**src/rtl/cost_port_arbiter.sv**
```systemverilog
// Round-robin arbiter sharing one cost-table read port between two search engines.
// Grants whole bursts, muxes the granted engine's address, and tags returned Cost per engine.
module cost_port_arbiter #(
    parameter int MAX_BURST = 8
) (
    input  logic       CLK,
    input  logic       RST,
    input  logic [1:0] REQ,
    input  logic [1:0] LAST,
    input  logic [2:0] W0,
    input  logic [2:0] J0,
    input  logic [2:0] W1,
    input  logic [2:0] J1,
    output logic [1:0] GNT,
    output logic [1:0] CVAL,
    output logic [6:0] COST,
    output logic [2:0] W,
    output logic [2:0] J,
    output logic       T_REQ,
    input  logic [6:0] Cost
);

    localparam logic [3:0] MAX_CNT = 4'(MAX_BURST);

    typedef enum logic [1:0] {
        IDLE   = 2'd0,
        GRANT0 = 2'd1,
        GRANT1 = 2'd2
    } state_t;

    state_t     state_q, state_d;
    logic       ptr_q, ptr_d;
    logic [3:0] cnt_q, cnt_d;
    logic [1:0] gnt_q, gnt_d;
    logic [1:0] cval_q, cval_d;
    logic [1:0] issue_s;
    logic       sel_s;

    // Issue qualification and address mux onto the table port.
    always_comb begin
        issue_s = gnt_q & REQ;
        W       = 3'd0;
        J       = 3'd0;
        T_REQ   = 1'b0;
        if (issue_s[0]) begin
            W     = W0;
            J     = J0;
            T_REQ = 1'b1;
        end else if (issue_s[1]) begin
            W     = W1;
            J     = J1;
            T_REQ = 1'b1;
        end else begin
            W     = 3'd0;
            J     = 3'd0;
            T_REQ = 1'b0;
        end
    end

    // Next-state: round-robin pick in IDLE, burst termination while granted.
    always_comb begin
        state_d = state_q;
        ptr_d   = ptr_q;
        cnt_d   = cnt_q;
        sel_s   = (state_q == GRANT1);
        case (state_q)
            IDLE: begin
                if (REQ[ptr_q]) begin
                    state_d = ptr_q ? GRANT1 : GRANT0;
                    ptr_d   = ~ptr_q;
                    cnt_d   = 4'd0;
                end else if (REQ[~ptr_q]) begin
                    state_d = ptr_q ? GRANT0 : GRANT1;
                    ptr_d   = ptr_q;
                    cnt_d   = 4'd0;
                end else begin
                    state_d = IDLE;
                end
            end
            GRANT0, GRANT1: begin
                if (!REQ[sel_s]) begin
                    state_d = IDLE;
                end else begin
                    cnt_d = cnt_q + 4'd1;
                    // LAST on the MAX_BURST-th read is the same single end event
                    if (LAST[sel_s] || (cnt_d == MAX_CNT)) begin
                        state_d = IDLE;
                    end else begin
                        state_d = state_q;
                    end
                end
            end
            default: begin
                state_d = IDLE;
            end
        endcase
        gnt_d  = {(state_d == GRANT1), (state_d == GRANT0)};
        cval_d = issue_s;
    end

    // State, pointer, counter and registered outputs.
    always_ff @(posedge CLK) begin
        if (RST) begin
            state_q <= IDLE;
            ptr_q   <= 1'b0;
            cnt_q   <= 4'd0;
            gnt_q   <= 2'b00;
            cval_q  <= 2'b00;
        end else begin
            state_q <= state_d;
            ptr_q   <= ptr_d;
            cnt_q   <= cnt_d;
            gnt_q   <= gnt_d;
            cval_q  <= cval_d;
        end
    end

    assign GNT  = gnt_q;
    assign CVAL = cval_q;
    assign COST = Cost;

endmodule

```
**config.mk**
```make
export PLATFORM = sky130hd
export DESIGN_NAME = cost_port_arbiter
export DESIGN_NICKNAME = d
export VERILOG_FILES = /design/src/rtl/cost_port_arbiter.sv
export SDC_FILE = /design/constraint.sdc
export NUM_CORES = 1
export LEC_CHECK = 0
export ABC_AREA = 1
export CAP_MARGIN = 20
export CORE_MARGIN = 2
export CORE_UTILIZATION = 36
export CTS_CLUSTER_SIZE = 8
export DETAILED_ROUTE_END_ITERATION = 12
export GPL_TIMING_DRIVEN = 0
export PLACE_DENSITY = 0.78
export SLEW_MARGIN = 0
export SYNTH_ARGS = -nofsm -noshare
export SYNTH_HDL_FRONTEND = slang
export SYNTH_SLANG_ARGS = --single-unit
```
**constraint.sdc**
```tcl
create_clock -name CLK -period 1.69 [get_ports CLK]
set_input_delay 0.2535 -clock CLK [delete_from_list [all_inputs] [get_ports CLK]]
set_output_delay 0.2535 -clock CLK [all_outputs]
set_load 0.01 [all_outputs]
```
; ---- Word-level counts from Yosys, hierarchy flattened
; Index checks and enable logic that the tools add are counted.
[classes]
bitwise = 2
eq_ne = 7
mux = 25
order_cmp = 3
add_sub_neg = 1
reduce_logical = 6
[ops]
columns = cell, count
row1 = two-way mux 2 bit, 6
row2 = two-way mux 3 bit, 4
row3 = two-way mux 4 bit, 3
row4 = two-way mux 1 bit, 10
row5 = case mux 4 bit (2 select lines), 1
row6 = < comparator 1 x 2 -> 1 bit (second input constant), 3
row7 = adder 4 x 1 -> 4 bit (second input constant), 1
row8 = == test 2 x 1 -> 1 bit (second input constant), 2
row9 = == test 2 bit (second input constant), 2
row10 = == test 4 bit (second input constant), 1
row11 = case mux 2 bit (2 select lines), 1
row12 = inequality test 3 bit (second input constant), 1
row13 = AND reduction 3 bit, 1
row14 = AND 2 bit, 1
row15 = zero test 2 bit, 1
row16 = inequality test 2 bit (second input constant), 1
row17 = AND reduction 2 bit, 1
row18 = nonzero test 2 bit, 1
row19 = OR reduction 2 bit, 1
row20 = logical OR 1 bit, 1
row21 = NOT 1 bit, 1
[totals]
output_inout_bits = 18
in_bits = 25
word_cells = 49
register_bits = 11

; ---- Logic depth before layout (Yosys ltp)
; Gate-level depths: netlist of the first run.
[depth]
word_depth = 8
ltp_mapped = 11

; ---- Worst setup path before layout of the first run
; No wires, ideal clock.
[synth_path]
path_kind = register -> register
from = register state_q[0]
to = register gnt_q[1] (netlist: GNT[1])
slack_ps = 403
n_path_buf = 0
stages_incl_launch_ff = 9
t_arrival_ps = 1223
setup_ps = 64
t_required_ps = 1626
path_cell_list = dfxtp_1 > inv_1 > ha_1 > or2_2 > o21ai_2 > nand3_1 > nand2_1 > nand2_1 > nor2_1
[synth_via]
elab_chain_cells = 8
elab_cells_between_ends = 13
classes_between = eq/ne: 3 / mux: 7 / reduce/logical: 3
[synth_rtl]
columns = item, line_no
row1 = "start, declared", 31  ; state_t state_q, state_d;
row2 = "start signal, assigned", 110  ; state_q <= state_d;
row3 = == test 2 bit, "65, 66"
row4 = two-way mux 1 bit (implied by the code) (2 in series), 86  ; if (LAST[sel_s] || (cnt_d == MAX_CNT)) begin
row5 = logical OR 1 bit, 86
row6 = two-way mux 2 bit, 86
row7 = two-way mux 2 bit, 81  ; if (!REQ[sel_s]) begin
row8 = case mux 2 bit (2 select lines) (*), 66  ; case (state_q)
row9 = == test 2 bit (*), 97  ; gnt_d = {(state_d == GRANT1), (state_d == GRANT0)};
row10 = "end signal, assigned", 113  ; gnt_q <= gnt_d;
row11 = "end, declared", 34  ; logic [1:0] gnt_q, gnt_d;
; Mark *: on every way between the ends. The rest lies on a longest branch, timed or not. The select of a mux whose other input is x is not followed.
; A chain may end at the register's enable or synchronous reset.

; ---- Worst setup path in the final report of the first run
[layout_path]
from = register gnt_q[0] (netlist: GNT[0])
to = output port J[1]
[layout_via]
elab_chain_cells = 2
[layout_rtl]
columns = item, line_no
row1 = AND 2 bit, 41  ; issue_s = gnt_q & REQ;
row2 = two-way mux 3 bit, 45  ; if (issue_s[0]) begin
row3 = "end, declared", 18  ; output logic [2:0] J,
; No other way between the ends.

==> impl_summary.log, run 1 <==
INFO  metric clock_pin_slew_on_the_worst_setup_and_hold_paths = 0.07 ns
INFO  metric critPathSlowestCell = sky130_fd_sc_hd__dfxtp_4
INFO  metric synth-compound-area-share = 11.9%
INFO  metric run_status = finished, final reports clean
INFO  metric ys_seq_area_share = 30.9%
INFO  metric design_area = 1110 um2
INFO  metric dieWidth = 48.5 um
INFO  metric maximum_number_of_pins_on_one_net_before_global_route_repair = 11
INFO  metric postSynthNetCount = 136
INFO  metric critical_path_endpoint_category = output port
INFO  metric slew_violations = 0
INFO  metric synth_fa_ha_area_share = 7.02%
INFO  metric finish.utilization = 57.9%
INFO  metric p_leak = 0.543 nW
INFO  metric finalCriticalPeriod = 1.66 ns
INFO  metric dr_wl_cell = 10.8 um
INFO  metric cts_buffers = 3
INFO  metric crit_arrival = 1.40 ns
INFO  metric drc = 0
INFO  metric final_min_period_over_clock_period = 98.0%
INFO  metric timing.critical_path.from_type = flop
INFO  metric ys.warnings.count = 0
INFO  metric route.antenna.remaining_nets = 0
INFO  metric grt_antenna_before_repair = 0
INFO  metric htree_levels = 1
INFO  metric post_cts.repair.setup_buffers = 0
INFO  metric drt_pass1_iterations = 4
INFO  metric netlist_area = 713 um2
INFO  metric pre_cts_slack = -0.426 ns
INFO  metric setup_repair_after_global_routing_missed_its_margin = true
INFO  metric worst-slew-pin-transition = 0.239 ns
INFO  metric timing.critical_path.buf_inv = 1
INFO  metric post-layout-total-power = 0.735 mW
INFO  metric finalHoldWorstSlack = 0.312 ns
INFO  metric slew_headroom = 84.0%
INFO  metric globalRoute.totalOverflow = 0
INFO  metric num_io_pins = 43
INFO  metric worstSkewPairLatency = 0.27 ns
INFO  metric clock_tree_from_tritoncts = done
INFO  metric achievable-frequency = 0.604 GHz
INFO  metric placementRows = 16
INFO  metric number_of_storage_elements_in_the_synthesis_netlist = 11
INFO  metric setup_total_negative_slack = 0 ns
INFO  metric syn_avg_cell_area = 6.67 um2
INFO  metric synth_simple_gate_area_share = 32.3%
INFO  metric place_inst = 168
INFO  metric mostFrequentLayoutCells = sky130_fd_sc_hd__clkdlybuf4s50_1 (27), sky130_fd_sc_hd__nand2_1 (17), sky130_fd_sc_hd__nor2_1 (17)
INFO  metric routed-via-count = 811
INFO  metric cts.root.buffer_cell = sky130_fd_sc_hd__clkbuf_4
INFO  metric post_synth_mux_area_share = 0%
INFO  metric post-dp-hpwl = 1540 um
INFO  metric start_util = 37.1%
INFO  metric cp_top_family = flip-flops
INFO  metric commonest_non_fill_non_tap_cell_in_the_layout = sky130_fd_sc_hd__clkdlybuf4s50_1
INFO  metric die_area = 2350 um2
INFO  metric final_hold_viol_count = 0
INFO  metric finalWirelength = 1860 um
INFO  metric globalplace.congestion = 0.789
INFO  metric critical_path_class = reg -> out
INFO  metric post_drt_via_cell_ratio = 4.72
INFO  metric cp_slowest_stage_delay = 0.37 ns
INFO  metric powerDensity = 660 nW/um2
INFO  metric area_growth = 56.1%
INFO  metric drive_above_1_share = 14.5%
INFO  metric synthesized_instance_count = 107
INFO  metric postPlaceCellArea = 1090 um2
INFO  metric die_h = 48.5 um
INFO  metric io_buffers = 34
INFO  metric finalClockSkew = 0.000632 ns
INFO  metric peakVddDrop = 0.362 mV
INFO  metric crit_fanout = 8
INFO  metric drv_cap = 0
INFO  metric cp.required = 1.44 ns
INFO  metric timing.final.setup_violations = 0
INFO  metric worstHoldPathType = in -> reg
INFO  metric finish.cell_count_without_fillers = 172
INFO  metric gr-usage-all-layers = 16.6%
INFO  metric combinational_family_with_the_most_area_after_synthesis = simple AND/OR/NAND/NOR gates
INFO  metric floorplan.core_area = 1920 um2
INFO  metric first_global_vias = 783
INFO  metric layout_setup_ws = 0.0333 ns
INFO  metric yosysUniqueCellTypes = 19
INFO  metric antenna_cells_inserted = 0
INFO  metric clock_sink_count = 11
INFO  metric synth_xor_xnor_area_share = 0%
INFO  metric timing.critical_path.cells = nand2_1, nand3_2, o21ai_0, dlygate4sd2_1
INFO  metric drt_iter0_markers = 24
INFO  metric first_pass_grt_wire_length = 3130 um
INFO  metric maximum_buffer_depth_of_the_clock_tree = 2
INFO  metric final_nets = 175
-- cell usage after synthesis (all sizes together) --
cell type / instances / area (um2)
a21oi: 2 / 10.0
nand2: 19 / 76.3
nand3b: 1 / 7.51
dfxtp: 11 / 220
nand3: 13 / 70.1
nand4: 1 / 6.26
ha: 4 / 50.1
o211ai: 1 / 7.51
nor2: 17 / 63.8
o21ai: 11 / 58.8
a311oi: 1 / 8.76
inv: 17 / 63.8
buf: 8 / 63.8
or2: 1 / 6.26
-- state kept, by name (all words and copies together), names as in the netlist --
| name | flops |
|---|---|
| cnt_q | 4 |
| state_q | 2 |
| CVAL | 2 |
| ptr_q | 1 |
| GNT | 2 |
-- routing by layer --
metal / up-vias / GRT usage (%) / share of wire (%)
met1: 370 / 19.2 / 42
met3: 7 / 2.47 / 3.3
met2: 20 / 31.0 / 53
met4: 0 / 5.71 / 1.8
li1: 414 / - / -
met5: - / 0 / 0
-- layout make-up --
| cell class | instances | area, um2 |
|---|---|---|
| Buffer | 8 | 63.8 |
| Clock buffer | 4 | 26.3 |
| Fill cell | 195 | 808 |
| Inverter | 17 | 63.8 |
| Multi-Input combinational cell | 71 | 370 |
| Sequential cell | 11 | 224 |
| Tap cell | 27 | 33.8 |
| Timing Repair Buffer | 34 | 332 |
-- what timing repair did --
item / in CTS / in global routing
setup endpoints to repair: 7 / 5
resized for setup: 9 / 2
hold buffers: 0 / 0
-- power by group --
| group | internal (mW) | total (mW) | switching, mW |
|---|---|---|---|
| Clock | 0.0914 | 0.188 | 0.0964 |
| Combinational | 0.122 | 0.234 | 0.112 |
| Sequential | 0.285 | 0.314 | 0.0283 |
-- cell families (layout without fill, tap and decap cells) --
logic type,count (synthesis),after routing
buffers and inverters,25,63
adders and majority gates,4,4
and+or+nand+nor,52,52
AOI/OAI and AO/OA,15,15
DFF,11,11
-- path summary, 6_finish.rpt --
kind              startpoint  endpoint  depth (start not counted)  slack, ns
setup / recovery      GNT[0]      J[1]                          4       0.03
hold / removal        REQ[0]     ptr_q                          3       0.31
setup reg to reg  state_q[0]    GNT[1]                          8       0.27
hold reg to reg     cnt_q[3]  cnt_q[3]                          2       0.51
-- worst min-delay path: cells and delay by family --
family                 cells  cell delay [ns]
AO/OA/AOI/OAI              2             0.17
buffers and inverters      1             0.12
Note: power is estimated with default switching activity, not from simulation.
==> inputs of run 2 (changes only) <==
Settings changed: CORE_UTILIZATION 36 to 38, CTS_BUF_LIST set to sky130_fd_sc_hd__clkbuf_8, PLACE_DENSITY 0.78 to not set, PLACE_DENSITY_LB_ADDON set to 0.1.
==> run 2 against run 1 <==
  * Die area fell by 4.8%
  * Sequential power hardly changed
  * Non-clock buffer count stayed put
  * Register-to-register slack about the same
  * Clock power rose by 33%
  * Clock skew about the same
  * Maximum frequency rose by 3.7%
  * Global-route usage down 0.36 points
  * Routed wire length decreased by 10%
  * Design area grew 1.5%
  * First-iteration DRC count shrank 33%
  * Critical path type unchanged
  * Largest power group unchanged
==> impl_summary.log, run 2 (synthesized netlist as in run 1, its figures left out) <==
INFO  metric design_area = 1130 um2 (+1.5%)
INFO  metric num_io_pins = 43 (unchanged)
INFO  metric critical_path_class = reg -> out
INFO  metric drc = 0 (unchanged)
INFO  metric critical_path_endpoint_category = output port
INFO  metric postPlaceCellArea = 1080 um2 (-0.23%)
INFO  metric drt_pass1_iterations = 4 (unchanged)
INFO  metric powerDensity = 704 nW/um2 (+6.7%)
INFO  metric globalRoute.totalOverflow = 0 (unchanged)
INFO  metric post-layout-total-power = 0.795 mW (+8.2%)
INFO  metric worst-slew-pin-transition = 0.228 ns (-0.0117 ns)
INFO  metric crit_arrival = 1.34 ns (-0.06 ns)
INFO  metric crit_fanout = 8 (unchanged)
INFO  metric gr-usage-all-layers = 16.3% (-0.36 points)
INFO  metric clock_pin_slew_on_the_worst_setup_and_hold_paths = 0.05 ns (-0.02 ns)
INFO  metric maximum_buffer_depth_of_the_clock_tree = 2 (unchanged)
INFO  metric peakVddDrop = 0.587 mV (+62%)
INFO  metric worst_r2r_startpoint = state_q[0]
INFO  metric cts.root.buffer_cell = sky130_fd_sc_hd__clkbuf_8
INFO  metric cp.required = 1.44 ns (about the same)
INFO  metric setup_repair_after_global_routing_missed_its_margin = false
INFO  metric worstHoldPathType = in -> reg
INFO  metric regMostFlops = cnt_q
INFO  metric die_area = 2240 um2 (-4.8%)
INFO  metric p_leak = 0.554 nW (+2.2%)
INFO  metric finish.utilization = 64.7% (+6.8 points)
INFO  metric drv_cap = 0 (unchanged)
INFO  metric io_buffers = 34 (unchanged)
INFO  metric final_min_period_over_clock_period = 94.5% (-3.5 points)
INFO  metric globalplace.congestion = 0.867 (+9.8%)
INFO  metric first_pass_grt_wire_length = 2570 um (-18%)
INFO  metric htree_levels = 1 (unchanged)
INFO  metric use_met2 = 27.6% (-3.5 points)
INFO  metric finalHoldWorstSlack = 0.345 ns (+0.0326 ns)
INFO  metric post_drt_via_cell_ratio = 4.44 (-5.9%)
INFO  metric route.antenna.remaining_nets = 0 (unchanged)
INFO  metric antenna_cells_inserted = 0 (unchanged)
INFO  metric top_usage_layer_grt = met2
INFO  metric post-dp-hpwl = 1390 um (-9.6%)
INFO  metric achievable-frequency = 0.626 GHz (+3.7%)
INFO  metric drive_above_1_share = 14.5% (unchanged)
INFO  metric commonest_non_fill_non_tap_cell_in_the_layout = sky130_fd_sc_hd__clkdlybuf4s50_1
INFO  metric grt_antenna_before_repair = 0 (unchanged)
INFO  metric die_h = 47.3 um (-2.5%)
INFO  metric critPathLaunch = GNT[0]
INFO  metric first_global_vias = 604 (-23%)
INFO  metric placementRows = 15 (-1)
INFO  metric dr_wl_cell = 9.84 um (-9.0%)
INFO  metric grt_util_met1 = 19.7% (+0.50 points)
INFO  metric clock_tree_from_tritoncts = done
INFO  metric min_from = REQ[0]
INFO  metric finalWirelength = 1670 um (-10%)
INFO  metric finalClockSkew = 0.000792 ns (+0.000159 ns)
INFO  metric dieWidth = 47.3 um (-2.5%)
INFO  metric run_status = finished, final reports clean
INFO  metric area_growth = 58.4%
INFO  metric start_util = 40.9% (+3.8 points)
INFO  metric largest_register_ff_count = 4 (unchanged)
INFO  metric final_hold_viol_count = 0 (unchanged)
INFO  metric floorplan.core_area = 1750 um2 (-9.2%)
INFO  metric timing.critical_path.from_type = flop
INFO  metric met3_usage = 7.31% (+4.8 points)
INFO  metric timing.final.setup_violations = 0 (unchanged)
INFO  metric finalCriticalPeriod = 1.60 ns (-0.0591 ns)
INFO  metric slew_headroom = 84.7% (+0.68 points)
INFO  metric routed-via-count = 754 (-7.0%)
INFO  metric final_nets = 175 (unchanged)
INFO  metric drt_iter0_markers = 16 (-33%)
INFO  metric slew_violations = 0 (unchanged)
INFO  metric worstSkewPairLatency = 0.23 ns (-0.04 ns)
INFO  metric maximum_number_of_pins_on_one_net_before_global_route_repair = 11 (unchanged)
INFO  metric mostFrequentLayoutCells = sky130_fd_sc_hd__clkdlybuf4s50_1 (27), sky130_fd_sc_hd__nand2_1 (17), sky130_fd_sc_hd__nor2_1 (17)
INFO  metric cts_buffers = 3 (unchanged)
INFO  metric nFillCells = 161 (-17%)
INFO  metric clock_sink_count = 11 (unchanged)
-- run 2: final cells by class --
class                   instances  area [um2]  area share [%]
clock inverters                 1        3.75           0.332
well taps                      25        31.3            2.77
multi-input cells              71         370            32.8
flip-flops and latches         11         224            19.8
clock buffers                   3        41.3            3.65
repair buffers                 34         332            29.3
plain buffers                   8        63.8            5.65
inverters                      17        63.8            5.65
-- run 2: timing repair --
| item | in CTS | in global routing |
|---|---|---|
| gates cloned | 0 | 0 |
| resized for setup | 9 | 2 |
| setup buffers | 0 | 0 |
| hold buffers | 0 | 0 |
| endpoints found under the setup margin | 7 | 2 |
| pin swaps | 0 | 0 |
-- run 2: metal layers --
layer,vias up,wire (um)
met5,-,0
met4,0,0
met3,0,80
met2,19,882
met1,324,709
li1,411,-
-- run 2: where the power goes --
group,internal [mW],switching [mW],total (mW)
registers,0.287,0.0283,0.315
clock network,0.159,0.0915,0.250
logic,0.122,0.108,0.230
-- run 2: path summary, 6_finish.rpt --
check             slack (ns)  endpoint  cells after the start
setup reg to reg        0.28    GNT[0]                      8
setup / recovery        0.09      J[0]                      4
hold reg to reg         0.50   CVAL[1]                      2
hold / removal          0.35   CVAL[0]                      3
-- run 2: critical path, stage by stage (launching register included) --
cell and delay, ns:
sky130_fd_sc_hd__dfxtp_4 0.36, sky130_fd_sc_hd__nand2_1 0.12, sky130_fd_sc_hd__nand3_2 0.14, sky130_fd_sc_hd__o21ai_0 0.19, sky130_fd_sc_hd__dlygate4sd2_1 0.30
-- run 2: per-stage QoR --
step | setup slack (ns) | std cells | setup TNS [ns]
finish | 0.0925 | 170 | 0
global route | 0.00543 | 170 | 0
CTS | 0.0578 | 170 | 0
detailed placement | -0.426 | 166 | -2.62
global placement | -0.381 | 166 | -2.34
floorplan | 0.403 | 107 | 0
